## src/rtl/pack_fifo.sv

```systemverilog
// rtl/pack_fifo.sv - width-packing first-word-fall-through FIFO
//
// Packs RATIO narrow IN_W-bit beats into one OUT_W = IN_W*RATIO word and buffers
// DEPTH such words. Beat 0 occupies the least significant lane.
// Optional feature macro: PACK_FLUSH_EN (adds the flush input that pushes a
// partially filled word with its unfilled upper lanes zeroed).
//
// Ports:
//   clk, rst_n      clock (rising edge), asynchronous active-low reset
//   data_in         input beat, accepted when input_enable && input_valid
//   input_valid     FIFO can take a beat (not full)
//   data_out        head word, 0 when empty
//   output_enable   pop the head, honoured when output_valid
//   output_valid    head word present
//   count           number of stored packed words
//   almost_full     count >= AF_LEVEL
//   almost_empty    count <= AE_LEVEL
//   over_err        sticky: beat offered while full
//   under_err       sticky: pop requested while empty
//   flush           (PACK_FLUSH_EN only) push the partial word now
module pack_fifo #(
    parameter int IN_W     = 4,
    parameter int RATIO    = 2,
    parameter int DEPTH    = 8,
    parameter int AF_LEVEL = 7,
    parameter int AE_LEVEL = 1
) (
    input  logic                       clk,
    input  logic                       rst_n,
    input  logic [IN_W-1:0]            data_in,
    input  logic                       input_enable,
    output logic                       input_valid,
    output logic [IN_W*RATIO-1:0]      data_out,
    input  logic                       output_enable,
    output logic                       output_valid,
    output logic [$clog2(DEPTH+1)-1:0] count,
    output logic                       almost_full,
    output logic                       almost_empty,
    output logic                       over_err,
    output logic                       under_err
`ifdef PACK_FLUSH_EN
    ,
    input  logic                       flush
`endif
);

    localparam int OUT_W = IN_W * RATIO;
    localparam int CW    = $clog2(DEPTH + 1);
    localparam int PW    = $clog2(DEPTH);
    localparam int BW    = $clog2(RATIO);

    localparam logic [BW-1:0] LAST_BEAT = BW'(RATIO - 1);
    localparam logic [PW-1:0] LAST_PTR  = PW'(DEPTH - 1);
    localparam logic [CW-1:0] FULL_CNT  = CW'(DEPTH);

    logic [OUT_W-1:0] mem [DEPTH];
    logic [PW-1:0]    wr_ptr;
    logic [PW-1:0]    rd_ptr;
    logic [BW-1:0]    beat_cnt;
    logic [OUT_W-1:0] pack_reg;
    logic [OUT_W-1:0] assembled;
    logic             beat_acc;
    logic             last_beat;
    logic             flush_push;
    logic             push;
    logic             pop;

    assign input_valid  = (count != FULL_CNT);
    assign output_valid = (count != '0);
    assign almost_full  = (int'(count) >= AF_LEVEL);
    assign almost_empty = (int'(count) <= AE_LEVEL);
    assign data_out     = output_valid ? mem[rd_ptr] : '0;

    assign beat_acc  = input_enable && input_valid;
    assign last_beat = beat_acc && (beat_cnt == LAST_BEAT);
    assign pop       = output_enable && output_valid;

`ifdef PACK_FLUSH_EN
    // Flush only acts on a word that already holds at least one beat; when the
    // same-edge beat completes the word, last_beat already pushes it.
    assign flush_push = flush && (beat_cnt != '0) && input_valid;
`else
    assign flush_push = 1'b0;
`endif

    assign push = last_beat || flush_push;

    // Word as it would be after this edge's beat; upper lanes stay 0 until filled.
    always_comb begin
        assembled = pack_reg;
        if (beat_acc) begin
            assembled[beat_cnt*IN_W +: IN_W] = data_in;
        end
    end

    always_ff @(posedge clk or negedge rst_n) begin
        if (!rst_n) begin
            wr_ptr    <= '0;
            rd_ptr    <= '0;
            count     <= '0;
            beat_cnt  <= '0;
            pack_reg  <= '0;
            over_err  <= 1'b0;
            under_err <= 1'b0;
        end else begin
            if (input_enable && !input_valid) begin
                over_err <= 1'b1;
            end
            if (output_enable && !output_valid) begin
                under_err <= 1'b1;
            end
            if (push) begin
                wr_ptr   <= (wr_ptr == LAST_PTR) ? '0 : wr_ptr + 1'b1;
                beat_cnt <= '0;
                pack_reg <= '0;
            end else if (beat_acc) begin
                beat_cnt <= beat_cnt + 1'b1;
                pack_reg <= assembled;
            end
            if (pop) begin
                rd_ptr <= (rd_ptr == LAST_PTR) ? '0 : rd_ptr + 1'b1;
            end
            if (push && !pop) begin
                count <= count + 1'b1;
            end else if (!push && pop) begin
                count <= count - 1'b1;
            end
        end
    end

    // Storage is not reset; only words below count are ever observed.
    always_ff @(posedge clk) begin
        if (push) begin
            mem[wr_ptr] <= assembled;
        end
    end

endmodule

```

## config.mk

```make
export PLATFORM = sky130hd
export DESIGN_NAME = pack_fifo
export DESIGN_NICKNAME = d
export VERILOG_FILES = /design/src/rtl/pack_fifo.sv
export SDC_FILE = /design/constraint.sdc
export NUM_CORES = 1
export LEC_CHECK = 0
export CORE_UTILIZATION = 58
export DETAILED_ROUTE_END_ITERATION = 7
export PLACE_DENSITY = 0.79
export SETUP_SLACK_MARGIN = 0.02
export SLEW_MARGIN = 20
export SYNTH_ARGS = -nofsm -noshare
export SYNTH_HDL_FRONTEND = slang
export SYNTH_SLANG_ARGS = --single-unit
```

## constraint.sdc

```tcl
create_clock -name clk -period 2.58 [get_ports clk]
set_input_delay 0.645 -clock clk [delete_from_list [all_inputs] [get_ports clk]]
set_output_delay 0.645 -clock clk [all_outputs]
set_load 0.01 [all_outputs]
```

==> flow_summary.yaml, run 1 <==
sta:
  finalCritPeriodShare_pct: 96.0
  finClkSkew_ps: 13.9
  min_period_ps: 2480
  timing.final.max_slew_violations: 0
  rsz0062_at_grt: "no"
  setup_violations: 0
  hold_viol: 0
  slew_headroom_pct: 67.6
  clock.fmax_mhz: 404
  tightest_slew_ps: 482
cts:
  cts_buffers: 9
  clock_latency_ps: 360
  clockRootBuffer: "clkbuf_8"
  clockBufferDepth: 2
  htree_levels: 3
  cts_tree: "built"
  cts_sinks: 85
  clkSlewWorstSetupHoldPaths_ps: 90
final_layout:
  area_growth_pct: 20.1
  diodes: 0
  largest_reg_flops: 64
  final_cell_area_um2: 4350
  nets: 298
  nFillCells: 397
  post-route-util_pct: 73.0
  multi_input_area_um2: 1160
  drive_gt1_share_pct: 24.1
  final-seq-area_um2: 2450
  layout_common_cells: "edfxtp_1 (64), mux2i_1 (33), dfrtp_1 (19), buf_4 (19), a22oi_1 (16)"
  final_common_cell: "edfxtp_1"
grt:
  grt_usage_pct: 23.8
  grt_max_degree: 23
  grt_pass1_vias: 2085
  grt_overflow: 0
  grt_first_pass_wirelength_um: 11000
  antenna_found_initial: 0
yosys:
  ys_warn_count: 0
  synth_nets: 249
  synth_seq_area_share_pct: 67.6
  netlist_instances: 232
  synth_cell_types: 34
  ys_ff_latch: 85
  netlist_area_um2: 3620
  synth_area_per_cell_um2: 15.6
critical_path:
  reg2reg_from: "count[1]"
  r2r_slack_ps: 170
  critPathKind: "reg2out"
  crit_slowest_cell: "dfrtp_1"
  startpoint: "count[1]"
  cp.depth: 5
  worstPathCellList: "inv_2 > ha_4 > or3b_4 > buf_4 > dlygate4sd2_1"
  cp-start-kind: "flop"
  required_ps: 1930
  critical_path.max_fanout: 4
  reg2reg_depth: 10
  max_stage_delay_ps: 400
  crit_family: "buffers and inverters"
  cp-endpoint: "output_valid"
  end_kind: "output port"
  crit_buf_inv: 3
  cp.arrival_ps: 1830
  r2r_end: "count[3]"
floorplanning:
  core_area_um2: 5960
  rows: 28
  io_pins: 26
  die_x_um: 81.0
  die_h_um: 81.0
  start_util_pct: 60.8
  dieArea_um2: 6570
route:
  drc: 0
  vias: 2099
  routedWlPerCell_um: 19.3
  first_pass_iters: 5
  wl_um: 6960
  drtIter0Drc: 86
  postRouteAntennaNets: 0
  viasPerCell: 5.81
placed_design:
  dp_hpwl_um: 4530
  place.gp.congestion: 0.762
  port_buffers: 25
  postPlaceCellArea_um2: 4070
min_path:
  hold_class: "reg2reg"
pwr:
  p_leak_uw: 0.00172
  vdd_drop_max_uv: 877
  powerDensity_nw_per_um2: 1140
outcome:
  status: "completed"
flow_run:
  cap_violations: 0
==> worst register-to-register path, delay by kind of cell (launching register included) <==
family | cells | cell delay [ps]
compound gates | 1 | 200
simple gates | 3 | 930
xor+xnor | 1 | 160
flops | 1 | 370
fa+ha+maj | 2 | 370
buf+inv | 3 | 290
==> final cells by class <==
class	instances	share of cell area [%]
multi-input cells	133	26.6
repair buffers	46	9.61
inverters	6	0.518
flip-flops and latches	85	56.3
clock buffers	9	2.85
clock inverters	7	1.96
well taps	75	2.16
==> per-layer routing <==
layer	GRT usage (%)	vias to the layer above	part of all wire, %
met3	3.71	8	3.9
met2	39.0	43	51
met5	0	-	0
met1	31.5	1068	43
met4	10.5	0	1.5
li1	-	980	-
==> timing repair <==
action,4_1_cts,5_1_grt
setup endpoints to repair,10,7
gates resized for setup,27,7
gates cloned,1,0
hold buffers,0,0
setup buffers,2,1
==> per-stage QoR <==
stage	instances	TNS, ps	setup WS, ps	power, uW	hold WS [ps]
6_report	361	0	103	4970	480
5_1_grt	361	0	39.7	5250	510
4_1_cts	360	0	2.91	4990	489
3_5_place_dp	341	-11.6	-11.6	4000	465
3_3_place_gp	341	0	47.0	3940	446
2_1_floorplan	232	0	43.6	3180	349
==> how the worst min path moves through the flow <==
stage | start | endpoint | slack, ps | cells past startpoint
floorplan | rst_n | beat_cnt | 350 | 0
global placement | over_err | over_err | 450 | 1
detailed placement | under_err | under_err | 460 | 1
CTS | over_err | over_err | 490 | 1
global route | over_err | over_err | 510 | 1
finish | over_err | over_err | 480 | 1
==> cells in the mapped netlist <==
master	count	area, um^2
nor3_1	6	30.0
a22oi_1	16	120
and3b_2	1	10.0
o21bai_1	1	7.51
clkbuf_1	1	3.75
edfxtp_1	64	1920
nand3_2	1	10.0
or4_2	1	8.76
mux2i_1	33	330
xor2_1	3	26.3
nor2_1	8	30.0
buf_2	4	20.0
xnor2_1	1	8.76
or3_1	1	6.26
or3b_2	1	8.76
nand2_1	5	18.8
nand2b_1	2	12.5
nor4_1	1	6.26
and2_1	5	31.3
buf_1	3	11.3
inv_2	1	3.75
and3_1	8	50.1
a22o_1	4	35.0
ha_1	9	113
buf_6	1	11.3
inv_1	5	18.8
nand4_1	2	12.5
o21ai_0	2	10.0
a21oi_1	1	5.00
nor2b_1	4	25.0
a21o_2	2	17.5
mux2_2	10	113
dfrtp_1	21	526
mux2_4	4	60.1
==> logic make-up after synthesis <==
logic type	share of synthesized area [%]
AND/OR/NAND/NOR	7.19
flip-flops	67.6
AO/OA/AOI/OAI	5.39
multiplexers	13.9
buffers and inverters	1.90
adder cells (fa/ha/maj)	3.11
XOR/XNOR	0.967
==> report_power, final <==
part / switching [uW] / internal (uW)
combinational: 1000 / 1040
sequential: 189 / 1790
clock: 500 / 460
total: 1690 / 3280
Power figures use the tool's default switching activity.
==> run 2: changes to the inputs <==
CAP_MARGIN = 20   (was default)
CORE_UTILIZATION = 62   (was 58)
DONT_BUFFER_PORTS = 1   (was default)
PLACE_DENSITY = 0.78   (was 0.79)
SKIP_LAST_GASP = 1   (was default)
==> run 2 against run 1 <==
Against the previous run: core utilization increased by 0.42 points; die area shrank 6.3%; clock skew is 5.5 ps lower; non-clock buffer count down 24; count of clock-buffer cells in the layout rose by 3; total power shrank 3.9%; fmax rose by 0.13%; cell count decreased by 7.8%; via count fell by 5.1%; critical path depth stayed put; largest power group is now sequential cells.
==> flow_summary.yaml, run 2 (synthesized netlist as in run 1, its figures left out) <==
pwr:
  p_switching_uw: 1550
  vdd_drop_max_uv: 766
  internal-power_uw: 3230
  powerDensity_nw_per_um2: 1170
  p_comb_share_pct: 35.0
  p_leak_uw: 0.00163
  sw_frac_of_total_pct: 32.4
  p_clk_share_pct: 23.8
  pwr-share-seq_pct: 41.2
sta:
  hold_viol: 0
  tightest_slew_ps: 480
  setup_tns_ps: 0
  setup_violations: 0
  clock.fmax_mhz: 404
  rsz0062_at_grt: "no"
  finalCritPeriodShare_pct: 95.9
  slew_headroom_pct: 68.0
  min_period_ps: 2470
  finClkSkew_ps: 8.44
  timing.final.max_slew_violations: 0
  hold_slack_ps: 249
route:
  first_pass_iters: 4
  met2_wirelength_um: 3390
  wl_um: 6680
  route.top_layer_used: "met4"
  wl_met1_um: 2760
  routedWlPerCell_um: 20.1
  viasPerCell: 5.98
  postRouteAntennaNets: 0
  vias: 1993
  drc: 0
  drtIter0Drc: 145
  wl_met3_um: 422
cts:
  clkSlewWorstSetupHoldPaths_ps: 80
  htree_levels: 3
  cts_tree: "built"
  clockBufferDepth: 2
  cts_buffers: 9
  clockRootBuffer: "clkbuf_8"
  cts_sinks: 85
  clock_latency_ps: 350
placed_design:
  port_buffers: 0
  dp_hpwl_um: 4340
  postPlaceCellArea_um2: 3840
  place.gp.congestion: 0.846
final_layout:
  final_common_cell: "edfxtp_1"
  nFillCells: 360
  final_cell_area_um2: 4090
  layout_common_cells: "edfxtp_1 (64), mux2i_1 (33), dfrtp_1 (21)"
  area_growth_pct: 13.0
  drive_gt1_share_pct: 21.8
  diodes: 0
  largest_reg_flops: 64
  nets: 273
  post-route-util_pct: 73.4
floorplanning:
  core_area_um2: 5570
  rows: 27
  die_h_um: 78.4
  dieArea_um2: 6150
  io_pins: 26
  start_util_pct: 65.0
  die_x_um: 78.4
critical_path:
  critPathKind: "reg2out"
  cp.depth: 5
  crit_buf_inv: 2
  cp.arrival_ps: 1830
  end_kind: "output port"
  reg2reg_depth: 10
  worstPathCellList: "inv_1 > ha_1 > or3b_2 > buf_6 > and3_1"
  required_ps: 1930
  cp-start-kind: "flop"
  critical_path.max_fanout: 10
  crit_slowest_cell: "or3b_2"
  max_stage_delay_ps: 470
  crit_family: "simple AND/OR/NAND/NOR gates"
outcome:
  status: "completed"
min_path:
  hold_class: "in2async"
grt:
  grt_pass1_vias: 1987
  antenna_found_initial: 0
  grt_first_pass_wirelength_um: 10800
  grt_overflow: 0
  grt_usage_pct: 25.0
  grt_max_degree: 22
flow_run:
  cap_violations: 0
[run 2: cell count changes in the layout (fill, tap and decap cells not counted), sizes merged]
cell           previous run  this run
inv                       7         6
clkdlybuf4s50            15         0
dlygate4sd2               3         0
clkdlybuf4s15             5         0
dlymetal6s2s              1         0
clkinvlp                  1         0
clkinv                    4         1
clkbuf                    9        12
or3b                      2         1
bufinv                    1         3
[run 2: worst reg2reg max path, cell delays in order (launching register included)]
cell	delay [ps]
dfrtp_1	380
inv_1	100
ha_1	170
and3b_2	230
inv_1	70
nand3_2	80
inv_2	40
ha_1	240
or4_2	630
a21oi_1	190
xor2_1	160
[run 2: worst paths after layout]
check	from	to	slack, ps
min	rst_n	count[1]	250
min reg2reg	pack_reg[6]	pack_reg[6]	490
max	count[1]	data_out[5]	110
max in group asynchronous	rst_n	pack_reg[3]	2000
min in group clk	data_in[1]	pack_reg[1]	430
max reg2reg	count[1]	count[3]	210
[run 2: repair_timing]
item,in CTS,in global routing
resized for setup,0,1
setup endpoints to repair,0,8
hold endpoints to repair,21,0
hold buffers,1,0
buffers inserted,0,0
[run 2: power groups by stage]
stage / logic, uW / registers [uW] / clock network [uW]
finish: 1670 / 1970 / 1140
global placement: 1610 / 1990 / 0
floorplan: 1210 / 1970 / 0
global route: 1820 / 2000 / 1200
CTS: 1670 / 1970 / 1150
detailed placement: 1650 / 1990 / 0
[run 2: final cells by class]
| class | instances | area [um^2] | area share [%] |
|---|---|---|---|
| sequential | 85 | 2450 | 59.8 |
| multi-input combinational | 132 | 1110 | 27.0 |
| timing repair buffer | 22 | 179 | 4.37 |
| clock buffer | 12 | 155 | 3.79 |
| clock inverter | 4 | 93.8 | 2.29 |
| tap | 72 | 90.1 | 2.20 |
| inverter | 6 | 22.5 | 0.550 |
[run 2: layer usage]
layer / global-route usage (%) / up-vias
met2: 40.4 / 70
met3: 5.81 / 7
li1: - / 932
met4: 10.0 / 0
met5: 0 / -
met1: 33.2 / 984
[run 2: metrics by stage]
| stage | setup WS (ps) | cells | total power [uW] |
|---|---|---|---|
| 2_1_floorplan | 43.6 | 232 | 3180 |
| 3_3_place_gp | 351 | 316 | 3590 |
| 3_5_place_dp | 239 | 316 | 3650 |
| 4_1_cts | 71.3 | 333 | 4790 |
| 5_1_grt | 20.4 | 333 | 5030 |
| 6_report | 107 | 333 | 4780 |
==> patch 1 (config.mk and constraints of run 1) <==
The parameter `DEPTH` goes from 8 to 16.
--- a/src/rtl/pack_fifo.sv
+++ b/src/rtl/pack_fifo.sv
@@ -22,5 +22,5 @@
     parameter int IN_W     = 4,
     parameter int RATIO    = 2,
-    parameter int DEPTH    = 8,
+    parameter int DEPTH    = 16,
     parameter int AF_LEVEL = 7,
     parameter int AE_LEVEL = 1
Interface: changed (resized count); port bits go from 26 to 27. The function was not compared with the original's and may differ.
==> patch 1 against run 1 <==
  * The run now ends with setup timing left
  * Clock power is 150% higher
  * Critical path depth is 1 higher
  * Area after synthesis is 73% higher
  * Power is 84% higher
  * Global-route usage is 3.5 points higher
  * Worst hold slack worse by 11 ps
  * Wire length is 100% higher
  * Sequential cell count is 67 higher
  * Cell area is 81% higher
  * Synthesized cell count is 41% higher
  * Sequential power is 68% higher
  * Count of clock-buffer cells in the layout is 10 higher
  * Sequential share of layout area is 0.22 points higher
  * Setup slack worse by 390 ps
  * Critical path type unchanged
  * Largest power group unchanged
  * Highest routed layer unchanged
==> patch 1: results (changes against run 1) <==
* Status: finished with violations
* Failing checks: setup timing
* Synth top area share at 61.4% (+8.3 points)
* WP data arrival at 2220 ps (+390 ps)
* Nets at 423 (+42%)
* Crit Path Max Fanout at 5 (+1)
* Routability cong. at 0.795 (+4.4%)
* IO buf count at 26 (+4.0%)
* Cell depth of the worst hold path at 1 (unchanged)
* Via count at 3455 (+65%)
* Slew headroom at 59.4% (-8.2 points)
* Setup-failing EPs final at 8 (+8)
* Max reg flops at 128 (+100%)
* Synth Area in XOR/XNOR at 1.12% (+0.15 points)
* Number of flops mapped to enable cells by yosys at 128 (+100%)
* Clock slew at reported path FFs at 60 ps (-30 ps)
* Post-synthesis sequential area ratio at 70.9% (+3.4 points)
* HPWL after detailed placement at 8570 microns (+89%)
* DR WL/cell at 25.3 microns (+31%)
* Warnings from Yosys at 0 (unchanged)
* Class of the worst hold path: register to register
* First-pass DRT Iterations at 4 (-1)
* TritonCTS buffer count at 17 (+8)
* Share of cells above drive strength 1 at 39.5% (+15 points)
* Met2 GRT Util at 44.9% (+5.9 points)
* Largest net degree at the start of global routing at 36 (+57%)
* ANT cells at 0 (unchanged)
* Gr usage total at 27.2% (+3.5 points)
* Grt met1 use at 34.8% (+3.3 points)
* Synth cell types at 43 (+26%)
* Post-synth ARST share at 15.8% (-8.9 points)
* Worst reg2reg path depth at 9 (-1)
* Met3 usage at 6.25% (+2.5 points)
* Synth top cells by count: edfxtp_1, mux4_2, dfrtp_1, a22oi_1, and2_1
* CTS H-tree depth at 4 (+1)
* DP Worst Slack at -249 ps (-237 ps)
* Top post-synthesis cells by area: edfxtp_1, mux4_2, dfrtp_1
* Initial antenna violation count at 0 (unchanged)
* Static leakage at 2.80 nW (+63%)
* Post-synthesis adder-cell area fraction at 2.00% (-1.1 points)
* Clock skew at 9.29 ps (-4.61 ps)
* Peak VDD IR at 632 uV (-28%)
* Total nets after synthesis at 344 (+38%)
* Clock Tree Buf Depth at 2 (unchanged)
* DRT iter0 DRCs at 233 (+170%)
* First-pass GRT wire length at 21100 microns (+92%)
* Post-synthesis mux area share at 13.9% (about the same)
* Clock latency at the later pin of the worst-skew pair at 520 ps (+160 ps)
* Root Driver: clkbuf_8
* Final WS setup at -285 ps (-388 ps)
* Worst reg2reg setup slack at 170 ps (about the same)
* Vias in the first global route at 3615 (+73%)
* Compound-Gate Fraction of Synth Area at 4.63% (-0.76 points)
* Top FF cell, synth: edfxtp_1
[patch 1: cell types whose count changed after synthesis, moves of 8 or more]
cell      delta
and2_1       +9
a21oi_1     +12
edfxtp_1    +64
mux4_2      +32
mux2i_1     -32
and3_1       -8
[patch 1: final timing paths]
kind	startpoint	to
max in group asynchronous	rst_n	rd_ptr[0]$_DFFE_PN0P_
setup reg to reg	count[3]$_DFFE_PN0P_	count[4]$_DFFE_PN0P_
hold / removal	under_err$_DFFE_PN0P_	under_err$_DFFE_PN0P_
hold reg to reg	under_err$_DFFE_PN0P_	under_err$_DFFE_PN0P_
min in group asynchronous	rst_n	rd_ptr[1]$_DFFE_PN0P_
setup / recovery	rd_ptr[0]$_DFFE_PN0P_	data_out[5]
[patch 1: kinds of logic (layout without fill, tap and decap cells)]
family,Yosys count,count (layout)
AOI/OAI and AO/OA,42,42
xor gates and xnor gates,8,8
adders and majority gates,10,10
buffers and inverters,22,114
DFF,152,152
muxes,45,45
and+or+nand+nor,47,47
[patch 1: where the power goes]
group | internal [mW] | leakage (nW) | switching [mW] | total (mW)
clock | 1.36 | 0.286 | 1.00 | 2.36
sequential | 3.11 | 1.47 | 0.205 | 3.32
combinational | 1.67 | 1.05 | 1.79 | 3.46
total | 6.14 | 2.80 | 3.00 | 9.14
[patch 1: repair_timing]
item,4_1_cts,5_1_grt
pin swaps,18,4
resized for setup,62,11
setup buffers,6,0
setup endpoints to repair,15,11
gates cloned,2,0
[patch 1: metal layers]
metal	share of wire [%]	vias up
li1	-	1487
met1	38	1787
met2	52	157
met3	7.3	24
met4	2.2	0
met5	0	-
[patch 1: critical path, stage by stage, from the launching register on]
cell and delay (ps):
dfrtp_2 430, buf_6 150, buf_12 130, mux4_2 540, a22oi_2 230, a21oi_2 80
buf_2 140
[patch 1: metrics by stage]
stage               hold WS [ps]  area [sq um]  setup TNS (ps)  std cells
detailed placement           457          7100           -2260        515
CTS                          471          7820           -2090        554
finish                       468          7860           -2010        554
global route                 478          7860           -2530        554
global placement             443          7100           -1220        515
floorplan                    349          6260               0        326
[patch 1: layout make-up]
type / count / area (sq um)
Inverter: 6 / 22.5
Timing Repair Buffer: 76 / 831
Clock inverter: 13 / 134
Tap cell: 136 / 170
Sequential cell: 152 / 4450
Clock buffer: 19 / 442
Multi-Input combinational cell: 152 / 1820
Fill cell: 557 / 2550
==> patch 2 (settings of run 1) <==
Without the edit above. Make the reset (`rst_n`) synchronous in one clocked block. Comments in the files are not updated.
--- a/src/rtl/pack_fifo.sv
+++ b/src/rtl/pack_fifo.sv
@@ -94,5 +94,5 @@
     end
 
-    always_ff @(posedge clk or negedge rst_n) begin
+    always_ff @(posedge clk) begin
         if (!rst_n) begin
             wr_ptr    <= '0;
Check against the original RTL: differs if rst_n is asserted again (counterexample within 4 cycles, from zero or initial values and one cycle with rst_n low); with rst_n held inactive, the same outputs for 10 cycles.
==> patch 2 against run 1 <==
  * Area after synthesis increased by 1.7%
  * Fmax increased by 2.0%
  * Setup slack improved by 48 ps
  * Cell area about the same
  * Sequential cell count increased by 3
  * Wire length increased by 3.8%
  * Clock skew decreased by 5.2 ps
  * Cell count increased by 6.9%
  * Synthesized cell count increased by 13%
  * Power decreased by 28%
  * Core utilization decreased by 0.91 points
  * Clock power decreased by 9.6%
  * Die area increased by 1.6%
  * First-iteration DRC count increased to 2.7 times the old value
  * Critical endpoint is now data_out[5]
==> patch 2: results (changes against run 1) <==
* Status: complete, no violations
* Synth cell types at 37 (+8.8%)
* Critical path's slowest cell: nor2b_2
* DRT iter0 DRCs at 229 (+170%)
* Final non-clock buffer share at 9.73% (+0.12 points)
* Crit Path Max Fanout at 8 (+4)
* Nets at 323 (+8.4%)
* Vias in the first global route at 2246 (+7.7%)
* Total nets after synthesis at 278 (+12%)
* Reg area at 0.00241 sq mm (-1.8%)
* Peak VDD IR at 516 uV (-41%)
* Internal Pwr Total at 2.52 mW (-23%)
* Synth top cells by count: edfxtp_1, mux2i_1, dfxtp_1, a22oi_1, nand2_1
* Static leakage at 1.56 nW (-9.5%)
* Synthesized flop and latch total at 88 (+3.5%)
* Routability cong. at 0.748 (-1.7%)
* WP data arrival at 1780 ps (-50 ps)
* Crit path max-delay family: simple AND/OR/NAND/NOR gates
* Clkbuf count at 11 (+2)
* Gr usage total at 24.4% (+0.65 points)
* Fillers at 414 (+4.3%)
* Largest net degree at the start of global routing at 17 (-26%)
* Slew @ Worst Pin at 465 ps (-16.7 ps)
* Post-Layout Cell Count at 386 (+6.9%)
* HPWL after detailed placement at 4780 microns (+5.5%)
* Post-synth ARST share at 0% (-25 points)
* Vias/cell at 5.86 (+0.79%)
* TritonCTS buffer count at 9 (unchanged)
* Warnings from Yosys at 0 (unchanged)
* Tot Pwr at 3.59 mW (-28%)
* Clock network area share at 4.20% (-0.60 points)
* Multi-input gates at 154 (+16%)
* Post-synthesis sequential area ratio at 65.2% (-2.3 points)
* Placed insts at 367 (+7.6%)
* Share of cells above drive strength 1 at 18.3% (-5.8 points)
* Signal inverters at 8 (+2)
* Detailed Route WL at 7230 microns (+3.8%)
* Clock share of power at 24.2% (+4.9 points)
* Top post-synthesis cells by area: edfxtp_1, dfxtp_1, mux2i_1
* Synthesized area per cell at 14.1 sq um (-9.6%)
* Share of power burned in registers at 46.9% (+7.2 points)
* Clock skew at 8.74 ps (-5.16 ps)
* Postcts setup bufs at 2 (unchanged)
* Slowest cell delay on critical path at 430 ps (+30 ps)
* Buffers excl. clock at 45 (-2.2%)
* Post-CTS sizing at 16 (-41%)
* Multi-input gate share of the layout cell area at 27.5% (+0.92 points)
* First-pass GRT wire length at 11200 microns (+1.6%)
## patch 2: cell types whose count changed in the layout (fill, tap and decap cells not counted), moves of 5 or more
cell             delta
dfxtp_1            +23
a21oi_1            +11
o21ai_0             +8
dfrtp_1            -19
mux2_2             -10
mux2i_1             +5
dlygate4sd2_1       +5
clkdlybuf4s15_1     -5
nand2_1             +8
nand3_1             +6
## patch 2: logic make-up after synthesis
| family | count (synthesis) | share of synthesized area, % |
|---|---|---|
| buf+inv | 19 | 2.68 |
| compound gates | 39 | 6.49 |
| mux | 42 | 12.0 |
| simple gates | 62 | 10.1 |
| flops | 88 | 65.2 |
| xor+xnor | 2 | 0.476 |
| fa+ha+maj | 9 | 3.06 |
## patch 2: final timing paths
check	start	endpoint	slack, ps	depth (start not counted)
setup reg to reg	count[1]$_SDFFE_PN0P_	count[3]$_SDFFE_PN0P_	360	10
hold reg to reg	under_err$_SDFFE_PN0P_	under_err$_SDFFE_PN0P_	470	2
setup / recovery	register	data_out[5]	150	4
hold / removal	under_err$_SDFFE_PN0P_	under_err$_SDFFE_PN0P_	470	2
## patch 2: stage by stage
step / instance area [sq um] / utilization (%) / worst slack, ps
finish: 4350 / 72.1 / 151
global route: 4350 / 72.1 / 42.4
CTS: 4340 / 72.1 / 46.3
detailed placement: 4110 / 68.3 / 51.7
global placement: 4110 / 68.3 / 155
floorplan: 3680 / - / 63.8
## patch 2: metal layers
| metal | up-vias | GRT usage [%] | share of wire [%] |
|---|---|---|---|
| met5 | - | 0 | 0 |
| met4 | 0 | 15.4 | 3.2 |
| met3 | 21 | 5.78 | 4.2 |
| met2 | 71 | 39.1 | 51 |
| met1 | 1094 | 29.8 | 42 |
| li1 | 1076 | - | - |
